===== src/rtl/dac_stream_pkg.sv =====
// dac_stream_pkg: shared state encoding and helpers for the DAC streaming engine.
package dac_stream_pkg;

    typedef enum logic [1:0] {
        ST_IDLE  = 2'd0,
        ST_PRIME = 2'd1,
        ST_RUN   = 2'd2
    } state_t;

    function automatic logic [31:0] midscale(input int unsigned dw);
        return 32'd1 << (dw - 1);
    endfunction

    function automatic int unsigned ch_lsb(input int unsigned ch, input int unsigned dw);
        return ch * dw;
    endfunction

endpackage


===== src/rtl/dac_frame_fifo.sv =====
// dac_frame_fifo: synchronous show-ahead frame FIFO with occupancy count and almost flags.
module dac_frame_fifo #(
    parameter int WIDTH = 28,
    parameter int DEPTH = 64
) (
    input  logic                       clk,
    input  logic                       rst_n,
    input  logic                       wr_en,
    input  logic [WIDTH-1:0]           wr_data,
    input  logic                       rd_en,
    output logic [WIDTH-1:0]           rd_data,
    output logic                       full,
    output logic                       almst_full,
    output logic                       empty,
    output logic                       almst_empty,
    output logic [$clog2(DEPTH):0]     count
);
    localparam int AW = $clog2(DEPTH);
    localparam int CW = AW + 1;

    logic [WIDTH-1:0] mem [DEPTH];
    logic [AW-1:0]    wp, rp;
    logic             wr_ok, rd_ok;

    // A write while full is dropped even when a pop frees a slot that same cycle.
    assign wr_ok       = wr_en && !full;
    assign rd_ok       = rd_en && !empty;
    assign rd_data     = mem[rp];
    assign full        = count == CW'(DEPTH);
    assign almst_full  = count >= CW'(DEPTH - 2);
    assign empty       = count == '0;
    assign almst_empty = count <= CW'(2);

    always_ff @(posedge clk)
        if (wr_ok) mem[wp] <= wr_data;

    always_ff @(posedge clk or negedge rst_n)
        if (!rst_n) begin
            wp    <= '0;
            rp    <= '0;
            count <= '0;
        end else begin
            wp    <= wp + AW'(wr_ok);
            rp    <= rp + AW'(rd_ok);
            count <= count + CW'(wr_ok) - CW'(rd_ok);
        end

endmodule


===== src/rtl/dac_stream_engine.sv =====
// dac_stream_engine: buffered multi-channel DAC streamer with start/stop control, hold or
// linear interpolation output (DAC_INTERP_EN selects interpolation), underrun/overflow flags.
module dac_stream_engine
    import dac_stream_pkg::*;
#(
    parameter int DATA_WIDTH  = 14,
    parameter int NUM_CH      = 2,
    parameter int FIFO_DEPTH  = 64,
    parameter int UPS_LOG2    = 4,
    parameter int PRIME_LEVEL = 32
) (
    input  logic                           clk,
    input  logic                           rst_n,
    input  logic                           start,
    input  logic                           stop,
    input  logic                           clear_flags,
    input  logic                           wr_en,
    input  logic [NUM_CH*DATA_WIDTH-1:0]   wr_data,
    output logic                           fifo_full,
    output logic                           fifo_almst_full,
    output logic                           fifo_empty,
    output logic                           fifo_almst_empty,
    output logic [$clog2(FIFO_DEPTH):0]    fifo_count,
    output logic [NUM_CH*DATA_WIDTH-1:0]   dac_data_out,
    output logic                           dac_strobe,
    output logic                           dac_sleep_out,
    output logic                           underrun,
    output logic                           overflow,
    output logic [1:0]                     state_out
);
    localparam int FW = NUM_CH * DATA_WIDTH;
    localparam int CW = $clog2(FIFO_DEPTH) + 1;
    localparam logic [DATA_WIDTH-1:0] MID = DATA_WIDTH'(midscale(DATA_WIDTH));

    state_t              state, state_nx;
    logic [UPS_LOG2-1:0] phase, phase_nx;
    logic [FW-1:0]       prev, cur, prev_nx, cur_nx, head, out_nx;
    logic                frame_tick, pop;

    dac_frame_fifo #(.WIDTH(FW), .DEPTH(FIFO_DEPTH)) u_fifo (
        .clk         (clk),
        .rst_n       (rst_n),
        .wr_en       (wr_en),
        .wr_data     (wr_data),
        .rd_en       (pop),
        .rd_data     (head),
        .full        (fifo_full),
        .almst_full  (fifo_almst_full),
        .empty       (fifo_empty),
        .almst_empty (fifo_almst_empty),
        .count       (fifo_count)
    );

    // stop freezes the pipeline in its cycle so the output holds exactly where it was.
    always_comb begin
        frame_tick = state == ST_RUN && &phase && !stop;
        pop        = frame_tick && !fifo_empty;
        state_nx   = stop                                            ? ST_IDLE  :
                     (state == ST_IDLE && start)                     ? ST_PRIME :
                     (state == ST_PRIME && fifo_count >= CW'(PRIME_LEVEL)) ? ST_RUN :
                     (frame_tick && fifo_empty)                      ? ST_PRIME : state;
        phase_nx   = (state != ST_RUN && state_nx == ST_RUN) ? '1 :
                     (state == ST_RUN && !stop)             ? phase + 1'b1 : phase;
        prev_nx    = frame_tick ? cur : prev;
        cur_nx     = pop ? head : cur;
    end

`ifdef DAC_INTERP_EN
    localparam int PW = DATA_WIDTH + 1 + UPS_LOG2;
    for (genvar c = 0; c < NUM_CH; c++) begin : g_interp
        localparam int L = ch_lsb(c, DATA_WIDTH);
        logic signed [PW-1:0] p0, d, p;
        assign p0 = $signed({{(PW-DATA_WIDTH){1'b0}}, prev_nx[L +: DATA_WIDTH]});
        assign d  = $signed({{(PW-DATA_WIDTH){1'b0}}, cur_nx[L +: DATA_WIDTH]}) - p0;
        assign p  = $signed({{(PW-UPS_LOG2){1'b0}}, phase_nx});
        // The interpolant never leaves [prev, cur], so the low bits are the exact code.
        assign out_nx[L +: DATA_WIDTH] = DATA_WIDTH'(p0 + ((d * p) >>> UPS_LOG2));
    end
`else
    assign out_nx = cur_nx;
`endif

    always_ff @(posedge clk or negedge rst_n)
        if (!rst_n) begin
            state        <= ST_IDLE;
            phase        <= '0;
            prev         <= {NUM_CH{MID}};
            cur          <= {NUM_CH{MID}};
            dac_data_out <= {NUM_CH{MID}};
            dac_strobe   <= 1'b0;
            underrun     <= 1'b0;
            overflow     <= 1'b0;
        end else begin
            state        <= state_nx;
            phase        <= phase_nx;
            prev         <= prev_nx;
            cur          <= cur_nx;
            dac_data_out <= out_nx;
            dac_strobe   <= pop;
            underrun     <= (frame_tick && fifo_empty) || (underrun && !clear_flags);
            overflow     <= (wr_en && fifo_full) || (overflow && !clear_flags);
        end

    assign dac_sleep_out = state == ST_IDLE;
    assign state_out     = state;

endmodule


===== config.mk =====
export PLATFORM = sky130hd
export DESIGN_NAME = dac_stream_engine
export DESIGN_NICKNAME = d
export VERILOG_FILES = /design/src/rtl/dac_stream_pkg.sv /design/src/rtl/dac_frame_fifo.sv /design/src/rtl/dac_stream_engine.sv
export SDC_FILE = /design/constraint.sdc
export NUM_CORES = 2
export LEC_CHECK = 0
export BUFFER_PORTS_ARGS = -buffer_cell sky130_fd_sc_hd__buf_2
export CORE_ASPECT_RATIO = 0.5
export CORE_MARGIN = 1.5
export CORE_UTILIZATION = 40
export CTS_BUF_LIST = sky130_fd_sc_hd__clkbuf_4 sky130_fd_sc_hd__clkbuf_8
export CTS_CLUSTER_DIAMETER = 60
export DETAILED_ROUTE_END_ITERATION = 7
export HOLD_SLACK_MARGIN = 0.1
export PLACE_DENSITY = 0.63
export SKIP_CTS_REPAIR_TIMING = 1
export SLEW_MARGIN = 15
export SYNTH_ARGS = -nofsm -noshare
export SYNTH_HDL_FRONTEND = slang
export SYNTH_SLANG_ARGS = --single-unit

===== constraint.sdc =====
create_clock -name clk -period 3.2 [get_ports clk]
set_input_delay 0.48 -clock clk [delete_from_list [all_inputs] [get_ports clk]]
set_output_delay 0.48 -clock clk [all_outputs]
set_load 0.005 [all_outputs]

==> key figures <==
Outcome
  – Status: finished, violations left
  – Failing checks: antenna rules

Yosys
  – Yosys Warn Count: 0
  – Average size of a mapped cell: 21.2 sq um
  – EDFF count, synth: 1,792
  – Yosys cell types: 47
  – FF+latch count, synth: 1,848
  – FFs w/ async S/R, synth: 3.03%
  – Area share of the largest cell type after synthesis: 75.7%
  – Synthesized cell area: 71,100 sq um
  – Synth top area cells: edfxtp_1 76%, mux4_2 10%, mux2i_1 4.5%
  – Cells after synthesis: 3,358
  – Register area share after synthesis: 77.7%
  – Post-Syn Nets: 3,415
  – Top_reg_cell synth: edfxtp_1
  – Synth area leader: edfxtp_1

Hold path
  – Worst Hold Class: in2async

Pwr
  – Leakage Power: 26.7 nW
  – Flop pwr share: 46.1%
  – Clock power share: 32.3%
  – Combinational Power Share: 21.5%
  – Net load switching power: 16.6 mW
  – Pwr dens: 742 nW/um^2
  – Internal cell power: 44.7 mW
  – Switching Fraction: 27.1%
  – Max IR drop VDD: 0.385 mV

Timing
  – Final Hold Vio Count: 0
  – Fraction of the cycle the final worst path needs: 92.4%
  – F_max: 0.338 GHz
  – Worst slew pin tran: 1.08 ns
  – Layout Skew: 0.0597 ns
  – Final setup viols: 0
  – Final Critical Period: 2.96 ns
  – RSZ-0062 raised after global routing: no
  – Setup TNS: 0 ns
  – Final slew viol count: 0
  – Hold slack: 0.0814 ns
  – Relative slew slack: 27.8%

Drt
  – Routed WL per cell: 28.3 um
  – Antenna Nets Post-Route: 1
  – Remaining DRCs: 0
  – DR vias: 36.4k
  – Vias per cell: 5.68
  – DRT Pass-1 Iters: 5
  – Routed WL: 181,000 um
  – Initial DRC count: 3,938

Worst setup path
  – Worst Setup SP: u_fifo.rp[1]
  – Crit path arrival time: 3.85 ns
  – Crit Path Max Fanout: 18
  – WS Path Type: reg2reg
  – CP endpoint kind: flop
  – CP Data Required Time: 4.09 ns
  – Worst r2r src: u_fifo.rp[1]
  – CP Launch Type: flop

Clocking
  – Clock sinks: 1,848
  – Clk_lat worst skew: 1.00 ns
  – Clock Pin Slew Worst Setup and Hold Paths: 0.07 ns
  – Root Buffer Master: clkbuf_8
  – Total CTS buffers: 289
  – Max clock buf depth: 4
  – CTS tree: done
  – H-tree depth: 5

Layout
  – Most common cell after layout, fill and taps aside: edfxtp_1
  – Register area: 55,200 sq um
  – Util after Layout: 46.8%
  – Share of cells above drive strength 1: 28.8%
  – Most frequent cells in the layout: 1,792 x edfxtp_1, 318 x mux2i_1, 317 x mux4_2, 313 x clkbuf_8, 186 x buf_4
  – Final Cell Area: 82,600 sq um
  – Filler-free cell count of the finished design: 6,402
  – Total Nets Final: 3,869
  – Number of fill cells: 14.5k
  – Area grow syn2layout: 16.3%
  – Area of the multi-input gates: 15,200 sq um

Place
  – Placement Cell Area: 76,600 sq um
  – DP HPWL: 104,000 um
  – Buffers added on ports: 78
  – Cell count after placement: 5,879
  – GP Congestion: 0.791

Floorplanning
  – Chip width: 599 um
  – Die area: 180,000 sq um
  – # rows: 109
  – Die height: 301 um
  – # IOs: 79
  – Initial core utilization: 40.2%
  – Core area: 177,000 sq um

Global route
  – Global-route wire length before repair: 258,000 um
  – Initial antenna violation count: 8
  – Largest net degree at the start of global routing: 73
  – Vias in the first global route: 36.6k
  – Grt total ovfl: 0
  – Total Routing Usage GR: 20.0%

Flow run
  – Max-Cap Viols: 0
cell families after synthesis:
group | count (synthesis) | share of synthesized area (%)
AOI/OAI and AO/OA | 414 | 4.17
adders and majority gates | 23 | 0.416
and+or+nand+nor | 216 | 1.36
muxes | 636 | 14.5
buffers and inverters | 208 | 1.65
xor gates and xnor gates | 13 | 0.160
DFF | 1848 | 77.7
cells in the mapped netlist (30+ instances only):
library cell / number
mux2i_1: 318
a211o_1: 37
o221ai_1: 39
dfrtp_1: 54
a22oi_1: 68
clkbuf_1: 70
o22ai_1: 54
a21oi_1: 60
nand2_1: 69
buf_2: 49
mux4_2: 317
nor2_1: 81
a211oi_1: 52
edfxtp_1: 1792
o21ai_0: 30
buf_6: 31
sequential cells by signal, summed over array words and instances (netlist names):
register	flops
u_fifo.mem	1792
dac_data_out	28
u_fifo.count	7
u_fifo.rp	6
u_fifo.wp	6
phase	4
state_out	2
dac_strobe	1
overflow	1
underrun	1
metrics by stage:
stage	worst slack, ns	total power [mW]
after global routing	0.0498	63.6
after CTS	0.135	61.8
after floorplan	-0.00803	37.7
after global placement	0.0750	41.9
final	0.243	61.3
after detailed placement	0.123	42.1
final cells by class:
type	instances	share of cell area, %
Sequential cell	1848	66.9
Tap cell	2386	3.61
Multi-Input combinational cell	1302	18.4
Clock inverter	90	0.881
Clock buffer	394	5.95
Inverter	19	0.0863
Timing Repair Buffer	352	4.19
Antenna cell	11	0.0333
critical path, cell delays in order (launching register included):
cell and delay [ns]:
dfrtp_4 0.71, buf_4 0.42, mux4_2 0.37, a211o_1 0.32
a31oi_1 0.57, a211oi_1 0.15, a211o_1 0.30
layer usage:
metal	GRT usage, %	up-vias	share of wire (%)
li1	-	15000	-
met1	27.6	19500	41
met2	31.8	1581	48
met3	4.37	270	8.7
met4	6.51	4	2.4
met5	0	-	0.012
power by group through the flow:
stage / clock, mW / combinational [mW] / sequential, mW
floorplan: 0 / 9.18 / 28.5
global placement: 0 / 13.1 / 28.7
detailed placement: 0 / 13.3 / 28.8
CTS: 20.2 / 13.3 / 28.3
global route: 21.1 / 14.1 / 28.3
finish: 19.8 / 13.2 / 28.3
final timing paths:
| path | slack (ns) | depth (start not counted) | endpoint |
|---|---|---|---|
| setup reg to reg | 0.24 | 6 | dac_data_out[4] |
| max in group asynchronous | 2.30 | 3 | dac_data_out[13] |
| min in group clk | 0.12 | 1 | u_fifo.mem[47][0] |
| setup / recovery | 0.24 | 6 | dac_data_out[4] |
| hold / removal | 0.08 | 2 | dac_data_out[8] |
| hold reg to reg | 0.51 | 1 | dac_data_out[12] |
Power figures use the tool's default switching activity.
